===== config.mk =====
export PLATFORM = sky130hd
export DESIGN_NAME = eth_tx_frame_reader_flat
export DESIGN_NICKNAME = d
export VERILOG_FILES = /design/src/rtl/eth_tx_frame_reader_pkg.sv /design/src/rtl/eth_tx_frame_reader_if.sv /design/src/rtl/eth_tx_frame_reader_narrow.sv /design/src/rtl/eth_tx_frame_reader.sv /design/src/flat_wrapper.sv
export SDC_FILE = /design/constraint.sdc
export NUM_CORES = 1
export LEC_CHECK = 0
export BUFFER_PORTS_ARGS = -buffer_cell sky130_fd_sc_hd__buf_2
export CELL_PAD_IN_SITES_DETAIL_PLACEMENT = 1
export CELL_PAD_IN_SITES_GLOBAL_PLACEMENT = 2
export CORE_MARGIN = 5
export CORE_UTILIZATION = 35
export CTS_BUF_LIST = sky130_fd_sc_hd__clkbuf_4 sky130_fd_sc_hd__clkbuf_8
export DETAILED_ROUTE_END_ITERATION = 8
export PLACE_DENSITY_LB_ADDON = 0.1
export SLEW_MARGIN = 10
export SYNTH_ARGS = -nofsm -noshare
export SYNTH_HDL_FRONTEND = slang
export SYNTH_SLANG_ARGS = --single-unit

===== constraint.sdc =====
create_clock -name clk -period 2.84 [get_ports clk]
set_clock_uncertainty 0.1 [all_clocks]
set_input_delay 0.568 -clock clk [delete_from_list [all_inputs] [get_ports clk]]
set_output_delay 0.568 -clock clk [all_outputs]
set_load 0.02 [all_outputs]

===== src/rtl/eth_tx_frame_reader_pkg.sv =====
// Shared types and constants for the Ethernet TX frame reader.
package eth_tx_pkg;

    localparam int BYTES_PER_WORD = 8;

    typedef enum logic [1:0] {
        IDLE,
        FETCH,
        RUN,
        FINISH
    } tx_state_t;

endpackage


===== src/rtl/eth_tx_frame_reader_if.sv =====
// Buffer read port plus byte stream toward the TX MAC, seen from the reader (master).
interface eth_tx_frame_reader_if #(
    parameter int ADDR_W = 11
);
    logic              mem_en;
    logic [ADDR_W-1:0] mem_addr;
    logic [63:0]       mem_rdata;
    logic [7:0]        tx_data;
    logic              tx_valid;
    logic              tx_last;
    logic              tx_ready;

    modport master (
        output mem_en, mem_addr, tx_data, tx_valid, tx_last,
        input  mem_rdata, tx_ready
    );

    modport slave (
        input  mem_en, mem_addr, tx_data, tx_valid, tx_last,
        output mem_rdata, tx_ready
    );
endinterface


===== src/rtl/eth_tx_frame_reader_narrow.sv =====
// Narrows 64-bit words into a little-endian byte stream; a one-word prefetch
// register keeps the stream gapless across word boundaries.
module eth_tx_word_narrow
    import eth_tx_pkg::*;
(
    input  logic        clk,
    input  logic        rst,
    input  logic        i_load,
    input  logic [63:0] i_word,
    input  logic [3:0]  i_nbytes,
    input  logic        i_last,
    input  logic        i_ready,
    output logic [7:0]  o_data,
    output logic        o_valid,
    output logic        o_last,
    output logic        o_pf_free
);
    logic [63:0] r_shift;
    logic [3:0]  r_cnt;
    logic        r_last;
    logic [63:0] r_pf_data;
    logic [3:0]  r_pf_cnt;
    logic        r_pf_last;
    logic        r_pf_valid;
    logic        w_fire;
    logic        w_shift_free;

    assign o_valid      = (r_cnt != 4'd0);
    assign o_data       = r_shift[7:0];
    assign o_last       = r_last && (r_cnt == 4'd1);
    assign w_fire       = o_valid && i_ready;
    assign w_shift_free = (r_cnt == 4'd0) || (w_fire && (r_cnt == 4'd1));
    assign o_pf_free    = !r_pf_valid || w_shift_free;

    // The prefetch only fills while the shift register is busy, so whenever it
    // holds a word the shift register is non-empty and takes it the moment it frees.
    always_ff @(posedge clk) begin
        if (rst) begin
            r_shift    <= '0;
            r_cnt      <= '0;
            r_last     <= 1'b0;
            r_pf_data  <= '0;
            r_pf_cnt   <= '0;
            r_pf_last  <= 1'b0;
            r_pf_valid <= 1'b0;
        end else begin
            if (w_shift_free) begin
                if (r_pf_valid) begin
                    r_shift    <= r_pf_data;
                    r_cnt      <= r_pf_cnt;
                    r_last     <= r_pf_last;
                    r_pf_valid <= i_load;
                end else if (i_load) begin
                    r_shift <= i_word;
                    r_cnt   <= i_nbytes;
                    r_last  <= i_last;
                end else begin
                    r_cnt  <= '0;
                    r_last <= 1'b0;
                end
            end else if (w_fire) begin
                r_shift <= {8'h00, r_shift[63:8]};
                r_cnt   <= r_cnt - 4'd1;
            end

            if (i_load && (r_pf_valid || !w_shift_free)) begin
                r_pf_data <= i_word;
                r_pf_cnt  <= i_nbytes;
                r_pf_last <= i_last;
            end
            if (i_load && !w_shift_free) begin
                r_pf_valid <= 1'b1;
            end
        end
    end
endmodule


===== src/rtl/eth_tx_frame_reader.sv =====
// TX frame reader: fetches a frame from the 64-bit buffer port and streams it
// byte by byte to the MAC; FSM, address and length counters live here.
module eth_tx_frame_reader
    import eth_tx_pkg::*;
#(
    parameter int ADDR_W = 11,
    parameter int LEN_W  = 11
)
(
    input  logic              clk,
    input  logic              rst,
    input  logic              i_start,
    input  logic [ADDR_W-1:0] i_base_addr,
    input  logic [LEN_W-1:0]  i_len,
    output logic              o_busy,
    output logic              o_done,
    eth_tx_frame_reader_if.master bus
);
    tx_state_t         r_state;
    logic              r_busy;
    logic              r_done;
    logic              r_mem_en;
    logic [ADDR_W-1:0] r_mem_addr;
    logic              r_rd_pend;
    logic [LEN_W:0]    r_words_left;
    logic [LEN_W-1:0]  r_bytes_left;

    logic [LEN_W:0]    w_len_ext;
    logic              w_load_last;
    logic [3:0]        w_load_nbytes;
    logic              w_pf_free;
    logic              w_issue;
    logic              w_last_xfer;

    assign o_busy       = r_busy;
    assign o_done       = r_done;
    assign bus.mem_en   = r_mem_en;
    assign bus.mem_addr = r_mem_addr;

    // Remaining-byte count decides how much of each arriving word is real data.
    always_comb begin
        w_len_ext     = {1'b0, i_len} + (LEN_W+1)'(BYTES_PER_WORD - 1);
        w_load_last   = (r_bytes_left <= LEN_W'(BYTES_PER_WORD));
        w_load_nbytes = w_load_last ? r_bytes_left[3:0] : 4'(BYTES_PER_WORD);
        w_issue       = (r_state == RUN) && (r_words_left != '0) &&
                        !r_mem_en && !r_rd_pend && w_pf_free;
        w_last_xfer   = bus.tx_valid && bus.tx_ready && bus.tx_last;
    end

    eth_tx_word_narrow u_narrow (
        .clk       (clk),
        .rst       (rst),
        .i_load    (r_rd_pend),
        .i_word    (bus.mem_rdata),
        .i_nbytes  (w_load_nbytes),
        .i_last    (w_load_last),
        .i_ready   (bus.tx_ready),
        .o_data    (bus.tx_data),
        .o_valid   (bus.tx_valid),
        .o_last    (bus.tx_last),
        .o_pf_free (w_pf_free)
    );

    // The first read is issued on the start edge itself so data lands two edges later.
    always_ff @(posedge clk) begin
        if (rst) begin
            r_state      <= IDLE;
            r_busy       <= 1'b0;
            r_done       <= 1'b0;
            r_mem_en     <= 1'b0;
            r_mem_addr   <= '0;
            r_rd_pend    <= 1'b0;
            r_words_left <= '0;
            r_bytes_left <= '0;
        end else begin
            r_rd_pend <= r_mem_en;
            r_done    <= 1'b0;
            if (r_rd_pend) begin
                r_bytes_left <= r_bytes_left - LEN_W'(w_load_nbytes);
            end
            case (r_state)
                IDLE: begin
                    if (i_start) begin
                        if (i_len != '0) begin
                            r_state      <= FETCH;
                            r_busy       <= 1'b1;
                            r_mem_en     <= 1'b1;
                            r_mem_addr   <= i_base_addr;
                            r_words_left <= (w_len_ext >> 3) - (LEN_W+1)'(1);
                            r_bytes_left <= i_len;
                        end else begin
                            r_state <= FINISH;
                            r_done  <= 1'b1;
                        end
                    end
                end
                FETCH: begin
                    r_mem_en <= 1'b0;
                    r_state  <= RUN;
                end
                RUN: begin
                    r_mem_en <= w_issue;
                    if (w_issue) begin
                        r_mem_addr   <= r_mem_addr + ADDR_W'(1);
                        r_words_left <= r_words_left - (LEN_W+1)'(1);
                    end
                    if (w_last_xfer) begin
                        r_state <= FINISH;
                        r_busy  <= 1'b0;
                        r_done  <= 1'b1;
                    end
                end
                FINISH: begin
                    r_state <= IDLE;
                end
                default: begin
                    r_state <= IDLE;
                end
            endcase
        end
    end
endmodule

===== src/flat_wrapper.sv =====
// flat-port wrapper written by rule: the top's interface ports become plain ports
module eth_tx_frame_reader_flat import eth_tx_pkg::*;
#(
    parameter int ADDR_W = 11,
    parameter int LEN_W  = 11
)
  (clk, rst, i_start, i_base_addr, i_len, o_busy, o_done, bus_mem_en, bus_mem_addr, bus_tx_data, bus_tx_valid, bus_tx_last, bus_mem_rdata, bus_tx_ready);
  eth_tx_frame_reader_if #(.ADDR_W(ADDR_W)) bus_i ();
  input  logic clk;
  input  logic rst;
  input  logic i_start;
  input  logic [ADDR_W-1:0] i_base_addr;
  input  logic [LEN_W-1:0] i_len;
  output logic o_busy;
  output logic o_done;
  output wire logic [$bits(bus_i.mem_en)-1:0] bus_mem_en;
  output wire logic [$bits(bus_i.mem_addr)-1:0] bus_mem_addr;
  output wire logic [$bits(bus_i.tx_data)-1:0] bus_tx_data;
  output wire logic [$bits(bus_i.tx_valid)-1:0] bus_tx_valid;
  output wire logic [$bits(bus_i.tx_last)-1:0] bus_tx_last;
  input wire logic [$bits(bus_i.mem_rdata)-1:0] bus_mem_rdata;
  input wire logic [$bits(bus_i.tx_ready)-1:0] bus_tx_ready;
  assign bus_mem_en = bus_i.mem_en;
  assign bus_mem_addr = bus_i.mem_addr;
  assign bus_tx_data = bus_i.tx_data;
  assign bus_tx_valid = bus_i.tx_valid;
  assign bus_tx_last = bus_i.tx_last;
  assign bus_i.mem_rdata = bus_mem_rdata;
  assign bus_i.tx_ready = bus_tx_ready;
  eth_tx_frame_reader #(.ADDR_W(ADDR_W), .LEN_W(LEN_W)) u_core (.clk(clk), .rst(rst), .i_start(i_start), .i_base_addr(i_base_addr), .i_len(i_len), .o_busy(o_busy), .o_done(o_done), .bus(bus_i));
endmodule

==> results.md, run 1 <==
| Stage | Result | Reported |
| --- | --- | --- |
| final layout | Area Growth Syn to Fin | 14.4% |
| final layout | Final Net Count | 1,299 |
| critical path | Kind of launch point of the worst setup path | flop |
| place | Number of input and output port buffers inserted | 113 |
| synth | Post-Syn Area per Cell | 7.83 um2 |
| sta | Setup TNS | 0 ns |
| sta | Number of setup violations in the final report | 0 |
| synth | Top_reg_cell synth | dfxtp_1 |
| floorplan | I/O pin count | 114 |
| clock network | Cell at the root of the clock tree | clkbuf_8 |
| drt | Post-DRT Antenna Nets | 0 |
| floorplan | Core footprint | 25,100 um2 |
| drt | Number of vias in the routed layout | 8,027 |
| critical path | Worst reg2reg endpoint | u_core.bus.mem_addr[1] |
| critical path | Required time worst endpoint | 3.13 ns |
| synth | Part of the Yosys area used for sequential elements | 0.402 |
| sta | Share of the cycle needed by the critical path after routing | 0.911 |
| clock network | CTS sink cnt | 179 |
| synth | Largest family of logic cells by synthesized area | compound AO/OA/AOI/OAI gates |
| global route | Pin count of the biggest net entering global routing | 123 |
| final layout | Layout cells sized above 1 | 0.164 |
| synth | Cell Area, Synth | 8900 um2 |
| synth | Number of enable-type register cells in the synthesized netlist | 0 |
| final layout | Most common cell after layout, fill and taps aside | dfxtp_1 |
| sta | Worst-Margin Slew | 0.600 ns |
| critical path | Worst Setup Path Type | flop to flop |
| sta | Endpoints failing hold | 0 |
| floorplan | Horizontal die dimension | 169 um |
| global route | First-pass GRT wire length | 42,500 um |
| run status | Outcome | finished, final reports clean |
| drt | Wire length per cell | 16.9 um |
| clock network | Total CTS buffers | 17 |
| global route | Number of global-route vias before repair | 8,162 |
| clock network | Maximum count of clock buffers along a single path | 2 |
| worst hold path | Class of the tightest hold or removal check | input port to flop |
| critical path | Critical path fanouts, max | 11 |
| global route | GRT Util Overall | 0.180 |
| critical path | R2R Setup Slk | 0.25 ns |
| clock network | Clock tree from TritonCTS | built |
| drt | WL final | 26,000 um |
| sta | Unrepaired setup endpoints after global routing | no |
| run | Max-capacitance violation count | 0 |
| drt | Detailed Route Iter0 Violations | 498 |
| clock network | Clk_lat worst skew | 0.48 ns |
| synth | Top-area cell type share of the netlist area | 0.402 |
| final layout | Final cell utilization of the core | 0.406 |
| final layout | Post-Layout Cell Count | 1,541 |
| synth | Share of synthesized flip-flops with an asynchronous set or reset | 0 |
| sta | Final critical delay including setup and external delays | 2.59 ns |
| critical path | Origin of the critical flop-to-flop path | u_core.r_words_left[0] |
| floorplan | Floorplan row count | 58 |
| power | Total leakage power | 0.00372 uW |
| synth | Synth area leaders | dfxtp_1 40%, a21oi_1 9.3%, mux2i_1 7.8%, nand2_1 7.1%, nor2_1 7.0% |
| floorplan | Die area | 28,700 um2 |
| floorplan | Initial Util | 0.355 |
| sta | Pins over their slew limit | 0 |
| sta | Achievable Freq | 386 MHz |
| synth | Share of cell area taken by muxes after synthesis | 0.0776 |
| place | Number of cells after detailed placement | 1,509 |
| synth | Simple logic cell fraction of the synthesized area | 0.210 |
| synth | Flops & latches, synth | 179 |
| synth | Largest area contributor in the synthesized netlist | dfxtp_1 |
| synth | Synthesized-area fraction occupied by adder cells | 0.0155 |
| synth | Number of nets in the synthesized netlist | 1,238 |
| synth | Synth cell types | 59 |
| critical path | Crit end category | flop |
| critical path | Launching element of the worst setup path | u_core.r_words_left[0] |
| power | Max VDD drop | 0.00111 V |
| floorplan | Die Height | 169 um |
| clock network | # Post-CTS Setup Buffers | 0 |
| drt | Number of iterations in the first detailed-routing pass | 4 |
| clock network | # resized after CTS | 0 |
| synth | Count of synthesis-stage warnings from yosys | 0 |
| final layout | Commonest non-fill, non-tap cells in the layout | 178 x dfxtp_1, 168 x nand2_1, 165 x a21oi_1, 165 x nor2_1, 112 x buf_2 |
| global route | Gr ovfl total | 0 |
| synth | Compound-gate portion of the synthesized area | 0.227 |
| clock network | Worst-path clk slew | 0.12 ns |
| clock network | Number of hold buffers added after cts | 0 |
| critical path | Timing endpoint of the critical path | u_core.bus.mem_addr[1] |
| sta | Min Hold Slack | 0.219 ns |
| place | Weighted congestion reported at the end of routability-driven placement | 0.773 |
| place | Detailed placer's ending HPWL | 17,100 um |
| drt | Post-route DRC | 0 |
| critical path | Arrival time of data at the critical path endpoint | 2.87 ns |
| critical path | Number of cells on the worst reg-to-reg path | 9 |
| synth | XOR/XNOR Fraction of Synth Area | 0.0138 |
| clock network | Number of H-tree levels | 4 |
| final layout | Number of antenna repair diodes | 0 |
| sta | Slew HR | 0.600 |
| power | Ratio of total power to cell area | 1100 nW/um2 |
| drt | Number of vias per cell after detailed routing | 5.21 |
| global route | Initial antenna violation count | 0 |
| synth | Post-synthesis cell count | 1,137 |
## per-stage QoR
step           total power [uW]  instance area (um2)  setup WS [ns]
2_1_floorplan              7890                 8900          0.437
3_3_place_gp               9400                 9790          0.194
4_1_cts                   11300                10200          0.254
5_1_grt                   12100                10200         0.0617
6_report                  11200                10200          0.252
3_5_place_dp               9500                 9790          0.136
## final cells by class
| class | instances | area, um2 |
|---|---|---|
| Clock buffer | 17 | 234 |
| Fill cell | 3123 | 14900 |
| Inverter | 12 | 45.0 |
| Sequential cell | 179 | 3590 |
| Timing Repair Buffer | 139 | 855 |
| Tap cell | 330 | 413 |
| Multi-Input combinational cell | 849 | 4890 |
| Clock inverter | 15 | 163 |
## worst max-delay path: stages (launching register included)
cell      delay [ns]
dfxtp_1         0.37
inv_1           0.07
ha_1            0.22
or4b_1          0.26
nor3_1          0.09
a2111o_4        0.53
a21oi_4         0.37
buf_4           0.23
nor2_1          0.05
a211oi_1        0.19
## report_power, final
group / leakage, uW / switching, uW / internal (uW)
Clock: 0.000203 / 1140 / 669
Sequential: 0.00146 / 557 / 3260
Combinational: 0.00205 / 3530 / 2020
Total: 0.00372 / 5230 / 5950
## logic make-up (layout without fill, tap and decap cells)
group           after synthesis  in the layout
flops                       179            179
fa+ha+maj                    11             11
other cells                   2              2
compound gates              318            318
xor+xnor                     14             14
buf+inv                     109            183
simple gates                435            435
mux                          69             69
## how the worst min path moves through the flow
stage	start	endpoint	cells after the start
after floorplan	u_core.u_narrow.r_pf_data[0]	u_core.u_narrow.r_pf_data[0]	2
final	bus_mem_rdata[48]	u_core.u_narrow.r_pf_data[48]	3
after detailed placement	u_core.u_narrow.r_pf_data[60]	u_core.u_narrow.r_pf_data[60]	2
after global routing	bus_mem_rdata[47]	u_core.u_narrow.r_pf_data[47]	3
after CTS	bus_mem_rdata[48]	u_core.u_narrow.r_pf_data[48]	3
after global placement	u_core.u_narrow.r_pf_data[33]	u_core.u_narrow.r_pf_data[33]	2
## layer usage
metal | vias up | part of all wire | GRT usage
met2 | 122 | 0.45 | 0.290
met1 | 3799 | 0.51 | 0.250
met4 | 0 | 0.0093 | 0.0403
li1 | 4090 | - | -
met3 | 16 | 0.037 | 0.0363
met5 | - | 0 | 0
## cells in the mapped netlist (4+ instances only)
cell,n
ha_1,11
nand2b_1,6
o31a_1,4
buf_1,13
nor2_1,165
or3_1,4
nor2b_1,8
nor3_1,28
o31ai_1,9
xnor2_1,9
nor3b_1,4
xor2_1,5
buf_4,9
o21ai_1,12
mux2i_1,69
nand4_1,5
nand3_1,15
a21oi_1,165
and3_1,8
o32ai_2,5
o211ai_1,5
clkbuf_1,70
a22oi_1,5
dfxtp_1,179
and2_1,5
nand2_1,168
o21ai_0,17
a211oi_1,67
nand3b_1,4
a21oi_2,6
nor4_1,6
inv_1,10
## registers in the layout, indices dropped and copies added (netlist names), 2 cells and up
name / flops
u_core.bus.mem_addr: 11
u_core.r_bytes_left: 11
u_core.r_state: 2
u_core.r_words_left: 12
u_core.u_narrow.r_cnt: 4
u_core.u_narrow.r_pf_cnt: 4
u_core.u_narrow.r_pf_data: 64
u_core.u_narrow.r_shift: 64
Note: power is estimated with default switching activity, not from simulation.
==> run 2: changes to the inputs <==
--- a/config.mk
+++ b/config.mk
@@ -12,6 +12,7 @@
 export CORE_UTILIZATION = 35
 export CTS_BUF_LIST = sky130_fd_sc_hd__clkbuf_4 sky130_fd_sc_hd__clkbuf_8
 export DETAILED_ROUTE_END_ITERATION = 8
+export GPL_TIMING_DRIVEN = 0
 export PLACE_DENSITY_LB_ADDON = 0.1
 export SLEW_MARGIN = 10
 export SYNTH_ARGS = -nofsm -noshare
==> results.md, run 2 (synthesis gave the netlist of run 1 again) <==
| Stage | Result | Reported | Delta |
| --- | --- | --- | --- |
| floorplan | Initial Util | 0.355 | unchanged |
| sta | Final critical delay including setup and external delays | 2.63 ns | +0.0445 ns |
| sta | Unrepaired setup endpoints after global routing | yes |  |
| global route | Met3 Track Usage GR | 0.0340 | -0.00233 |
| critical path | Required time worst endpoint | 3.13 ns | about the same |
| clock network | CTS sink cnt | 179 | unchanged |
| sta | Achievable Freq | 380 MHz | -1.7% |
| drt | Post-route DRC | 0 | unchanged |
| clock network | Clk_lat worst skew | 0.47 ns | about the same |
| clock network | Worst-path clk slew | 0.12 ns | about the same |
| critical path | Cell repeated most along the worst path | clkbuf_1 |  |
| drt | Detailed Route Iter0 Violations | 344 | -31% |
| final layout | Final cell utilization of the core | 0.410 | +0.00473 |
| global route | Number of global-route vias before repair | 8,823 | +8.1% |
| worst hold path | Hold Path Origin | bus_mem_rdata[46] |  |
| critical path | Crit end category | flop |  |
| sta | Endpoints failing hold | 0 | unchanged |
| final layout | Area Growth Syn to Fin | 15.7% |  |
| place | Number of input and output port buffers inserted | 110 | -2.7% |
| run status | Outcome | finished, final reports clean |  |
| critical path | Origin of the critical flop-to-flop path | u_core.r_state[0] |  |
| clock network | Total CTS buffers | 17 | unchanged |
| floorplan | I/O pin count | 114 | unchanged |
| global route | Global-route met2 utilization | 0.332 | +0.0419 |
| critical path | Slowest stage delay, CP | 0.64 ns | +0.11 ns |
| floorplan | Core footprint | 25,100 um2 | unchanged |
| critical path | Kind of launch point of the worst setup path | flop |  |
| place | Number of cells after detailed placement | 1,577 | +4.5% |
| drt | Wire length per cell | 18.0 um | +6.7% |
| sta | Number of setup violations in the final report | 0 | unchanged |
| final layout | Post-Layout Cell Count | 1,608 | +4.3% |
| final layout | Final Net Count | 1,366 | +5.2% |
| place | Dpl cell area | 9870 um2 | +0.79% |
| final layout | Largest registers | u_core.u_narrow.r_pf_data (64), u_core.u_narrow.r_shift (64), u_core.r_words_left (12) |  |
| critical path | Cell type of the slowest stage on the worst timing path | a2bb2oi_1 |  |
| critical path | Arrival time of data at the critical path endpoint | 2.93 ns | +0.06 ns |
| drt | Number of vias per cell after detailed routing | 5.25 | +0.69% |
| floorplan | Horizontal die dimension | 169 um | unchanged |
| sta | Slew HR | 0.349 | -0.251 |
| sta | Worst-Margin Slew | 0.961 ns | +0.362 ns |
| sta | Share of the cycle needed by the critical path after routing | 0.927 | +0.0157 |
| place | Weighted congestion reported at the end of routability-driven placement | 0.811 | +5.0% |
| global route | Layer carrying the most global-route usage | met2 |  |
| power | Ratio of total power to cell area | 1110 nW/um2 | +1.4% |
| clock network | Cell at the root of the clock tree | clkbuf_8 |  |
| run | Max-capacitance violation count | 0 | unchanged |
| sta | Setup TNS | 0 ns | unchanged |
| floorplan | Floorplan row count | 58 | unchanged |
| power | Total leakage power | 0.00377 uW | +1.3% |
| final layout | Most common cell after layout, fill and taps aside | dfxtp_1 |  |
| critical path | Critical path fanouts, max | 10 | -1 |
| clock network | Maximum count of clock buffers along a single path | 2 | unchanged |
| final layout | Final Instance Area | 10,300 um2 | +1.2% |
| final layout | Layout cells sized above 1 | 0.158 | -0.00544 |
| critical path | Worst Setup Path Type | flop to flop |  |
| floorplan | Die area | 28,700 um2 | unchanged |
| drt | WL final | 29,000 um | +11% |
| critical path | Launching element of the worst setup path | u_core.r_state[0] |  |
| global route | Initial antenna violation count | 0 | unchanged |
| floorplan | Die Height | 169 um | unchanged |
| global route | First-pass GRT wire length | 47,200 um | +11% |
| power | Max VDD drop | 0.000355 V | -68% |
| global route | Pin count of the biggest net entering global routing | 19 | -85% |
| global route | GRT Util Overall | 0.203 | +0.0227 |
| place | Detailed placer's ending HPWL | 21,400 um | +25% |
| critical path | Worst-path cell chain | inv_1, ha_1, clkbuf_1, and2_1, clkbuf_1, a2bb2oi_1, a21o_4, buf_6, o21ai_1, a21oi_1 |  |
| clock network | Number of H-tree levels | 4 | unchanged |
| final layout | Commonest non-fill, non-tap cells in the layout | 179 x dfxtp_1, 168 x nand2_1, 165 x a21oi_1, 165 x nor2_1, 113 x buf_2 |  |
| clock network | Clock tree from TritonCTS | built |  |
| final layout | Number of antenna repair diodes | 0 | unchanged |
| drt | Number of vias in the routed layout | 8,434 | +5.1% |
| drt | Post-DRT Antenna Nets | 0 | unchanged |
| worst hold path | Class of the tightest hold or removal check | input port to flop |  |
| drt | Number of iterations in the first detailed-routing pass | 4 | unchanged |
| sta | Pins over their slew limit | 0 | unchanged |
| global route | Gr ovfl total | 0 | unchanged |
| global route | Global-route track usage on met1 | 0.281 | +0.0313 |
-- run 2: cell count changes in the layout (fill, tap and decap cells not counted), moves of 5 or more --
cell | previous run | this run
buf_1 | 0 | 10
clkbuf_2 | 0 | 20
buf_4 | 19 | 9
buf_12 | 7 | 0
clkinvlp_4 | 0 | 5
clkbuf_1 | 0 | 51
-- run 2: power breakdown --
part / total [uW] / internal (uW) / switching [uW]
logic: 5860 / 2050 / 3810
clock network: 1820 / 732 / 1090
registers: 3800 / 3260 / 535
total: 11500 / 6040 / 5430
-- run 2: timing repair --
item	in CTS	in global routing
gates resized for setup	6	34
hold endpoints to repair	0	0
setup endpoints to repair	97	126
hold buffers	0	0
setup buffers	0	0
-- run 2: through the flow --
| stage | hold WS [ns] | total power, uW | worst slack [ns] |
|---|---|---|---|
| after floorplan | 0.336 | 7890 | 0.437 |
| after global placement | 0.341 | 9570 | -0.344 |
| after detailed placement | 0.348 | 9680 | -0.324 |
| after CTS | 0.198 | 11600 | 0.0620 |
| after global routing | 0.211 | 12500 | -0.00563 |
| final | 0.232 | 11500 | 0.207 |
-- run 2: area by class of cell --
| type | instances | area (um2) |
|---|---|---|
| Tap cell | 330 | 413 |
| Sequential cell | 179 | 3580 |
| Clock inverter | 15 | 163 |
| Clock buffer | 17 | 234 |
| Buffer | 96 | 445 |
| Timing Repair Buffer | 110 | 551 |
| Multi-Input combinational cell | 849 | 4870 |
| Inverter | 12 | 48.8 |
| Fill cell | 3182 | 14800 |
-- run 2: per-layer routing --
metal	wire length, um	up-vias
met5	0	-
met4	296	0
met3	1010	16
met2	13300	128
met1	14400	4065
li1	-	4225
-- run 2: critical path: cells and delay by family, from the launching register on --
family | cells | cell delay (ns)
compound gates | 4 | 1.07
buf+inv | 4 | 0.63
flops | 1 | 0.40
fa+ha+maj | 1 | 0.19
simple gates | 1 | 0.19
-- run 2: path summary, 6_finish.rpt --
path | end | slack [ns] | cells past startpoint
worst min register to register | u_core.u_narrow.r_pf_data[32] | 0.36 | 2
worst max-delay path | u_core.r_words_left[5] | 0.21 | 10
worst min-delay path | u_core.u_narrow.r_pf_data[46] | 0.23 | 3
worst max register to register | u_core.r_words_left[5] | 0.21 | 10
